[src/rtl/seq_alu_pkg.sv]
// seq_alu_pkg: opcodes, FSM state encoding and the counter-width helper
// shared by the sequential ALU and its divider.
// Optional build macro: SEQ_ALU_ITER_MUL_EN adds the MUL_RUN state used by
// the iterative shift-add multiplier.
package seq_alu_pkg;

  localparam logic [2:0] OP_ADD = 3'b000;
  localparam logic [2:0] OP_SUB = 3'b001;
  localparam logic [2:0] OP_MUL = 3'b010;
  localparam logic [2:0] OP_DIV = 3'b011;
  localparam logic [2:0] OP_MOD = 3'b100;
  localparam logic [2:0] OP_EQ  = 3'b101;
  localparam logic [2:0] OP_GT  = 3'b110;
  localparam logic [2:0] OP_LT  = 3'b111;

  typedef enum logic [1:0] {
    IDLE    = 2'd0,
`ifdef SEQ_ALU_ITER_MUL_EN
    MUL_RUN = 2'd2,
`endif
    DIV_RUN = 2'd1
  } state_t;

  // Smallest r with 2**r >= value; sizes the iteration counter so it can hold WIDTH.
  function automatic int clog2(input int value);
    int r;
    r = 0;
    while ((1 << r) < value) r++;
    return r;
  endfunction

endpackage

[src/rtl/seq_alu_if.sv]
// seq_alu_if: operand/result bus of the sequential ALU.
// Handshake: a beat transfers on a rising edge where valid && ready are both
// high. The source holds its payload stable while valid && !ready; the input
// side uses in_valid/in_ready, the output side out_valid/out_ready.
interface seq_alu_if #(parameter int WIDTH = 8);
  logic               in_valid;
  logic               in_ready;
  logic [WIDTH-1:0]   a;
  logic [WIDTH-1:0]   b;
  logic [2:0]         opcode;
  logic               out_valid;
  logic               out_ready;
  logic [2*WIDTH-1:0] result;
  logic               carry;
  logic               err;

  modport master (
    output in_valid, a, b, opcode, out_ready,
    input  in_ready, out_valid, result, carry, err
  );

  modport slave (
    input  in_valid, a, b, opcode, out_ready,
    output in_ready, out_valid, result, carry, err
  );
endinterface

[src/rtl/seq_alu_divider.sv]
// seq_alu_divider: restoring divider, one quotient bit per cycle, MSB first.
// 'start' loads the operands; WIDTH iterations follow. 'done' is high in the
// cycle of the final iteration and quotient/remainder then carry that
// iteration's outcome, so the parent registers them on the same edge.
module seq_alu_divider import seq_alu_pkg::*; #(
  parameter int WIDTH = 8
) (
  input  logic             clk,
  input  logic             rst,
  input  logic             start,
  input  logic [WIDTH-1:0] dividend,
  input  logic [WIDTH-1:0] divisor,
  output logic             done,
  output logic [WIDTH-1:0] quotient,
  output logic [WIDTH-1:0] remainder
);
  localparam int CW = clog2(WIDTH + 1);

  logic [CW-1:0]    cnt_q, cnt_d;
  logic [WIDTH-1:0] quo_q, quo_d;
  logic [WIDTH-1:0] rem_q, rem_d;
  logic [WIDTH-1:0] dvs_q, dvs_d;
  logic [WIDTH:0]   rem_sh;
  logic [WIDTH-1:0] rem_sub;
  logic             fits;
  logic [WIDTH-1:0] quo_step;
  logic [WIDTH-1:0] rem_step;

  // One restoring step: shift in the next dividend bit, subtract if it fits.
  always_comb begin
    rem_sh   = {rem_q, quo_q[WIDTH-1]};
    fits     = rem_sh >= {1'b0, dvs_q};
    rem_sub  = rem_sh[WIDTH-1:0] - dvs_q;
    quo_step = {quo_q[WIDTH-2:0], fits};
    rem_step = fits ? rem_sub : rem_sh[WIDTH-1:0];
  end

  // Load on start, otherwise iterate while the counter is non-zero.
  always_comb begin
    cnt_d = cnt_q;
    quo_d = quo_q;
    rem_d = rem_q;
    dvs_d = dvs_q;
    if (start) begin
      cnt_d = CW'(WIDTH);
      quo_d = dividend;
      rem_d = '0;
      dvs_d = divisor;
    end else if (cnt_q != '0) begin
      cnt_d = cnt_q - CW'(1);
      quo_d = quo_step;
      rem_d = rem_step;
    end
  end

  assign done      = (cnt_q == CW'(1));
  assign quotient  = quo_step;
  assign remainder = rem_step;

  // Iteration state; reset clears the counter so an aborted run never signals done.
  always_ff @(posedge clk) begin
    if (rst) begin
      cnt_q <= '0;
      quo_q <= '0;
      rem_q <= '0;
      dvs_q <= '0;
    end else begin
      cnt_q <= cnt_d;
      quo_q <= quo_d;
      rem_q <= rem_d;
      dvs_q <= dvs_d;
    end
  end
endmodule

[src/rtl/seq_alu.sv]
// seq_alu: handshaked, registered WIDTH-bit ALU with a multi-cycle divider.
// Optional build macro: SEQ_ALU_ITER_MUL_EN makes MUL an iterative shift-add
// operation timed by the divider's iteration counter; otherwise MUL is a
// single-cycle product.
module seq_alu import seq_alu_pkg::*; #(
  parameter int WIDTH = 8
) (
  input  logic     clk,
  input  logic     rst,
  seq_alu_if.slave bus,
  output state_t   dbg_state
);
  localparam int W2 = 2 * WIDTH;

  state_t           state_q, state_d;
  logic             out_valid_q, out_valid_d;
  logic [W2-1:0]    result_q, result_d;
  logic             carry_q, carry_d;
  logic             err_q, err_d;
  logic             is_mod_q, is_mod_d;

  logic             accept;
  logic             div_start;
  logic             div_done;
  logic [WIDTH-1:0] div_quo;
  logic [WIDTH-1:0] div_rem;
  logic [WIDTH:0]   add_sum;
  logic [WIDTH-1:0] sub_diff;
`ifdef SEQ_ALU_ITER_MUL_EN
  logic [W2-1:0]    acc_q, acc_d;
  logic [W2-1:0]    mcand_q, mcand_d;
  logic [WIDTH-1:0] mplier_q, mplier_d;
  logic [W2-1:0]    acc_step;
`else
  logic [W2-1:0]    mul_prod;
`endif

  assign bus.in_ready  = (state_q == IDLE) && (!out_valid_q || bus.out_ready) && !rst;
  assign accept        = bus.in_valid && bus.in_ready;
  assign bus.out_valid = out_valid_q;
  assign bus.result    = result_q;
  assign bus.carry     = carry_q;
  assign bus.err       = err_q;
  assign dbg_state     = state_q;

  assign add_sum  = {1'b0, bus.a} + {1'b0, bus.b};
  assign sub_diff = bus.a - bus.b;
`ifdef SEQ_ALU_ITER_MUL_EN
  assign acc_step = acc_q + (mplier_q[0] ? mcand_q : '0);
`else
  assign mul_prod = {{WIDTH{1'b0}}, bus.a} * {{WIDTH{1'b0}}, bus.b};
`endif

  // The iterative multiplier also starts this unit purely for its counter.
  seq_alu_divider #(.WIDTH(WIDTH)) u_div (
    .clk       (clk),
    .rst       (rst),
    .start     (div_start),
    .dividend  (bus.a),
    .divisor   (bus.b),
    .done      (div_done),
    .quotient  (div_quo),
    .remainder (div_rem)
  );

  // Next-state, output register and flags: consume, accept, complete.
  always_comb begin
    state_d     = state_q;
    out_valid_d = out_valid_q;
    result_d    = result_q;
    carry_d     = carry_q;
    err_d       = err_q;
    is_mod_d    = is_mod_q;
    div_start   = 1'b0;
`ifdef SEQ_ALU_ITER_MUL_EN
    acc_d       = acc_q;
    mcand_d     = mcand_q;
    mplier_d    = mplier_q;
`endif
    if (out_valid_q && bus.out_ready) out_valid_d = 1'b0;

    case (state_q)
      IDLE: begin
        if (accept) begin
          out_valid_d = 1'b1;
          carry_d     = 1'b0;
          err_d       = 1'b0;
          case (bus.opcode)
            OP_ADD: begin
              result_d = {{(WIDTH-1){1'b0}}, add_sum};
              carry_d  = add_sum[WIDTH];
            end
            OP_SUB: begin
              result_d = {{WIDTH{1'b0}}, sub_diff};
              carry_d  = bus.a < bus.b;
            end
            OP_MUL: begin
`ifdef SEQ_ALU_ITER_MUL_EN
              out_valid_d = 1'b0;
              div_start   = 1'b1;
              state_d     = MUL_RUN;
              acc_d       = '0;
              mcand_d     = {{WIDTH{1'b0}}, bus.a};
              mplier_d    = bus.b;
`else
              result_d = mul_prod;
`endif
            end
            OP_DIV, OP_MOD: begin
              if (bus.b == '0) begin
                result_d = '0;
                err_d    = 1'b1;
              end else begin
                out_valid_d = 1'b0;
                div_start   = 1'b1;
                state_d     = DIV_RUN;
                is_mod_d    = (bus.opcode == OP_MOD);
              end
            end
            OP_EQ:   result_d = {{(W2-1){1'b0}}, bus.a == bus.b};
            OP_GT:   result_d = {{(W2-1){1'b0}}, bus.a >  bus.b};
            OP_LT:   result_d = {{(W2-1){1'b0}}, bus.a <  bus.b};
            default: ;
          endcase
        end
      end
      DIV_RUN: begin
        if (div_done) begin
          result_d    = {{WIDTH{1'b0}}, is_mod_q ? div_rem : div_quo};
          carry_d     = 1'b0;
          err_d       = 1'b0;
          out_valid_d = 1'b1;
          state_d     = IDLE;
        end
      end
`ifdef SEQ_ALU_ITER_MUL_EN
      MUL_RUN: begin
        acc_d    = acc_step;
        mcand_d  = mcand_q << 1;
        mplier_d = mplier_q >> 1;
        if (div_done) begin
          result_d    = acc_step;
          carry_d     = 1'b0;
          err_d       = 1'b0;
          out_valid_d = 1'b1;
          state_d     = IDLE;
        end
      end
`endif
      default: state_d = IDLE;
    endcase
  end

  // State and output registers; reset discards any operation in flight.
  always_ff @(posedge clk) begin
    if (rst) begin
      state_q     <= IDLE;
      out_valid_q <= 1'b0;
      result_q    <= '0;
      carry_q     <= 1'b0;
      err_q       <= 1'b0;
      is_mod_q    <= 1'b0;
`ifdef SEQ_ALU_ITER_MUL_EN
      acc_q       <= '0;
      mcand_q     <= '0;
      mplier_q    <= '0;
`endif
    end else begin
      state_q     <= state_d;
      out_valid_q <= out_valid_d;
      result_q    <= result_d;
      carry_q     <= carry_d;
      err_q       <= err_d;
      is_mod_q    <= is_mod_d;
`ifdef SEQ_ALU_ITER_MUL_EN
      acc_q       <= acc_d;
      mcand_q     <= mcand_d;
      mplier_q    <= mplier_d;
`endif
    end
  end
endmodule

[src/flat_wrapper.sv]
// flat-port wrapper written by rule: the top's interface ports become plain ports
module seq_alu_flat import seq_alu_pkg::*;
#(
  parameter int WIDTH = 8
)
  (clk, rst, dbg_state, bus_in_valid, bus_a, bus_b, bus_opcode, bus_out_ready, bus_in_ready, bus_out_valid, bus_result, bus_carry, bus_err);
  seq_alu_if #(.WIDTH(WIDTH)) bus_i ();
  input  logic clk;
  input  logic rst;
  output state_t dbg_state;
  input wire logic [$bits(bus_i.in_valid)-1:0] bus_in_valid;
  input wire logic [$bits(bus_i.a)-1:0] bus_a;
  input wire logic [$bits(bus_i.b)-1:0] bus_b;
  input wire logic [$bits(bus_i.opcode)-1:0] bus_opcode;
  input wire logic [$bits(bus_i.out_ready)-1:0] bus_out_ready;
  output wire logic [$bits(bus_i.in_ready)-1:0] bus_in_ready;
  output wire logic [$bits(bus_i.out_valid)-1:0] bus_out_valid;
  output wire logic [$bits(bus_i.result)-1:0] bus_result;
  output wire logic [$bits(bus_i.carry)-1:0] bus_carry;
  output wire logic [$bits(bus_i.err)-1:0] bus_err;
  assign bus_i.in_valid = bus_in_valid;
  assign bus_i.a = bus_a;
  assign bus_i.b = bus_b;
  assign bus_i.opcode = bus_opcode;
  assign bus_i.out_ready = bus_out_ready;
  assign bus_in_ready = bus_i.in_ready;
  assign bus_out_valid = bus_i.out_valid;
  assign bus_result = bus_i.result;
  assign bus_carry = bus_i.carry;
  assign bus_err = bus_i.err;
  seq_alu #(.WIDTH(WIDTH)) u_core (.clk(clk), .rst(rst), .bus(bus_i), .dbg_state(dbg_state));
endmodule
[config.mk]
export PLATFORM = sky130hd
export DESIGN_NAME = seq_alu_flat
export DESIGN_NICKNAME = d
export VERILOG_FILES = /design/src/rtl/seq_alu_pkg.sv /design/src/rtl/seq_alu_if.sv /design/src/rtl/seq_alu_divider.sv /design/src/rtl/seq_alu.sv /design/src/flat_wrapper.sv
export SDC_FILE = /design/constraint.sdc
export NUM_CORES = 1
export LEC_CHECK = 0
export CAP_MARGIN = 20
export CORE_UTILIZATION = 35
export CTS_CLUSTER_DIAMETER = 30
export DETAILED_ROUTE_END_ITERATION = 6
export HOLD_SLACK_MARGIN = 0.03
export PLACE_DENSITY = 0.5
export REMOVE_ABC_BUFFERS = 1
export SLEW_MARGIN = 20
export SYNTH_ARGS = -nofsm -noshare
export SYNTH_HDL_FRONTEND = slang
export SYNTH_SLANG_ARGS = --single-unit
[constraint.sdc]
create_clock -name clk -period 7.1 [get_ports clk]
set_input_delay 1.42 -clock clk [delete_from_list [all_inputs] [get_ports clk]]
set_output_delay 1.42 -clock clk [all_outputs]
set_load 0.02 [all_outputs]
==> results of run 1 <==
-- power by group through the flow --
| stage | Clock (mW) | Sequential, mW | Combinational [mW] |
|---|---|---|---|
| finish | 0.280 | 0.357 | 1.03 |
| global route | 0.298 | 0.364 | 1.17 |
| CTS | 0.288 | 0.357 | 1.04 |
| detailed placement | 0 | 0.363 | 1.03 |
| floorplan | 0 | 0.363 | 0.748 |
| global placement | 0 | 0.363 | 1.01 |
-- worst max-delay path: cells and delay by family --
family / cells / cell delay [ps]
fa+ha+maj: 6 / 2790
xor+xnor: 1 / 100
buf+inv: 3 / 770
compound gates: 5 / 1090
simple gates: 1 / 120
-- registers in the layout (all words and copies together), names as in the netlist --
| name | count |
|---|---|
| u_core.is_mod_q | 1 |
| u_core.u_div.quo_q | 8 |
| u_core.u_div.dvs_q | 8 |
| u_core.bus.err | 1 |
| u_core.u_div.rem_q | 8 |
| u_core.dbg_state | 1 |
| u_core.u_div.cnt_q | 4 |
| u_core.bus.carry | 1 |
| u_core.bus.out_valid | 1 |
| u_core.bus.result | 16 |
-- per-stage QoR --
stage / hold slack (ps) / cell area (um2) / util [%] / worst slack (ps) / total power [mW]
2_1_floorplan: 430 / 5300 / - / 1790 / 1.11
3_3_place_gp: 454 / 6000 / 39.6 / 716 / 1.38
3_5_place_dp: 450 / 6000 / 39.6 / 687 / 1.39
4_1_cts: 459 / 6180 / 40.8 / 980 / 1.68
5_1_grt: 476 / 6180 / 40.8 / 814 / 1.83
6_report: 455 / 6180 / 40.8 / 979 / 1.67
-- metal layers --
metal / up-vias / track usage, %
met3: 14 / 2.91
li1: 2387 / -
met5: - / 0
met4: 0 / 3.61
met2: 102 / 34.0
met1: 2333 / 28.2
-- logic make-up after synthesis --
group                    count (synthesis)  synth area share (%)
XOR/XNOR                                26                  4.20
buffers and inverters                  116                  8.33
AND/OR/NAND/NOR                        222                  19.2
adder cells (fa/ha/maj)                102                  28.9
AO/OA/AOI/OAI                          164                  19.6
other                                    1                0.0692
multiplexers                             8                  1.50
flip-flops                              49                  18.1
-- final cells by class --
class                      count  area [um2]  share of cell area (%)
clock inverter                 1        30.0                   0.486
timing repair buffer          47         460                    7.46
inverter                      88         330                    5.35
tap                          188         235                    3.81
sequential                    49         981                    15.9
multi-input combinational    523        4000                    64.7
clock buffer                   7         143                    2.31
-- worst max-delay path by stage --
stage | endpoint | slack [ps] | cells past startpoint | startpoint
6_report | u_core.bus.result[14] | 980 | 16 | bus_b[3]
5_1_grt | u_core.bus.result[14] | 810 | 16 | bus_b[3]
4_1_cts | u_core.bus.result[14] | 980 | 16 | bus_b[3]
3_5_place_dp | u_core.bus.result[14] | 690 | 16 | bus_b[3]
3_3_place_gp | u_core.bus.result[14] | 720 | 17 | bus_b[6]
2_1_floorplan | u_core.bus.result[14] | 1790 | 16 | bus_a[1]
-- cells in the final DEF (no fill, tap or decap), drive strengths merged, types with 4 or more instances in the layout --
master and count:
inv 88, nor2 71, nand2 66, ha 63
a21oi 55, dfxtp 49, clkdlybuf4s50 43, fa 39
and2 37, o21ai 36, xnor2 21, a211oi 17
nor3 10, a311oi 9, mux2i 7, nand3 7
clkbuf 7, or3 6, nor2b 5, nand2b 5
xor2 5, o21bai 5, a22o 5, nand4 5
a21o 4, a31oi 4, a211o 4, buf 4
nor4 4
==> results.json, run 1 <==
{
  "outcome": "completed",
  "ant_nets": 0,
  "ys_ff_latch": 49,
  "critPathArrivalTime_ps": 6300,
  "clock_latency_ps": 290,
  "yosysTopAreaCellShare_pct": 18.1,
  "whs_endpoint": "u_core.u_div.dvs_q[6]",
  "hp-class": "reg2reg",
  "switching_share_pct": 45.5,
  "endpoint_kind": "flip-flop",
  "clock_path_buffers": 2,
  "worst_pin_slew_ps": 917,
  "ys_warn_count": 0,
  "cts_tree": "done",
  "seq_area_frac_synth_pct": 18.1,
  "avgSynthCellArea_um2": 7.88,
  "hold_depth": 2,
  "h-tree-depth": 2,
  "postCtsSetupBuffers": 0,
  "n_fill_cell": 1560,
  "cp_slowest_cell": "clkdlybuf4s50_1",
  "finalWirelength_um": 15600,
  "syn2layout_area_growth_pct": 13.9,
  "die_h_um": 126,
  "coreArea_um2": 15100,
  "fin_crit_ps": 6120,
  "max_freq_mhz": 163,
  "hold_start": "u_core.u_div.dvs_q[6]",
  "worst_r2r_endpoint": "u_core.bus.result[2]",
  "portBuffers": 43,
  "synth_top_area_cell": "dfxtp_1",
  "cts.sinks": 49,
  "drv_slew": 0,
  "syn_area_um2": 5420,
  "die_area_um2": 16000,
  "top_layer": "met4",
  "diodes": 0,
  "final_cells": 903,
  "maxCapViolCount": 0,
  "die_w_um": 126,
  "max_slew_margin_pct": 38.4,
  "vias_per_cell": 5.36,
  "worstPathCellList": "clkdlybuf4s50_1, ha_1, fa_1, fa_1, fa_1, inv_1, fa_1, inv_1, ha_1, o21a_1, o21a_1, o22ai_1, nor2b_1, a211oi_1, xnor2_1, a22o_1",
  "seqPwrFrac_pct": 21.4,
  "synth_edf_count": 0,
  "place_inst": 895,
  "critical_path.max_fanout": 9,
  "remaining_drc_errors": 0,
  "synth_common_cells": "88 x inv_1, 71 x nor2_1, 66 x nand2_1",
  "r2r_start": "u_core.u_div.quo_q[7]",
  "async_reset_ff_share_pct": 0,
  "p_leak_nw": 2.65,
  "cts_resized": 0,
  "p_clk_share_pct": 16.7,
  "synth.distinct_cells": 56,
  "post-synth-top-count-cell": "inv_1",
  "cts-root-buf": "clkbuf_16",
  "crit_type": "in2reg",
  "row_count": 45,
  "grt_pass1_vias": 4869,
  "synth_flop_cell": "dfxtp_1",
  "power.density_nw_per_um2": 270,
  "gp_congestion": 0.855,
  "finalHoldViolations": 0,
  "dr.pass1.iters": 5,
  "p_switching_uw": 759,
  "power_frac_comb_pct": 61.9,
  "vias": 4836,
  "num-nets-final": 839,
  "grt_max_degree": 33,
  "cts-hold-fix-buffers": 0,
  "drt_iter0_markers": 310,
  "met1_length_um": 7710,
  "intPower_uw": 910,
  "avgRoutedWirePerCell_um": 17.3,
  "reg2regPathDepth": 9,
  "start_util_pct": 35.8,
  "antenna_found_initial": 0,
  "rsz0062_at_grt": "no",
  "dp_hpwl_um": 12200,
  "r2r_slack_ps": 4290,
  "synthCells": 688,
  "wl_met2_um": 7110,
  "grt_first_pass_wirelength_um": 25600,
  "cp.required_ps": 7280,
  "overflow": 0,
  "drive_above_1_share_pct": 3.08,
  "met3_length_um": 610,
  "start_kind": "input port",
  "cts_buffers": 5,
  "io_pins": 45,
  "grtUsageTotal_pct": 20.4,
  "finalCritPeriodShare_pct": 86.2,
  "cpPeakStageDelay_ps": 670,
  "setup_viol": 0,
  "setup_tns_ps": 0,
  "cp_common_cell": "fa_1",
  "vdd.ir_drop.worst_mv": 0.181,
  "ys_top_cells_by_area": "dfxtp_1 18%, ha_1 15%, fa_1 14%",
  "clk_pin_slew_ps": 60,
  "clock_skew_ps": 5.73
}
(Power assumes the default switching activity.)
==> run 2: changes to the inputs <==
CTS_CLUSTER_SIZE = 30   (was unset)
==> results of run 2 <==
No change in the layout: final DEF, timing and power equal those of run 1.
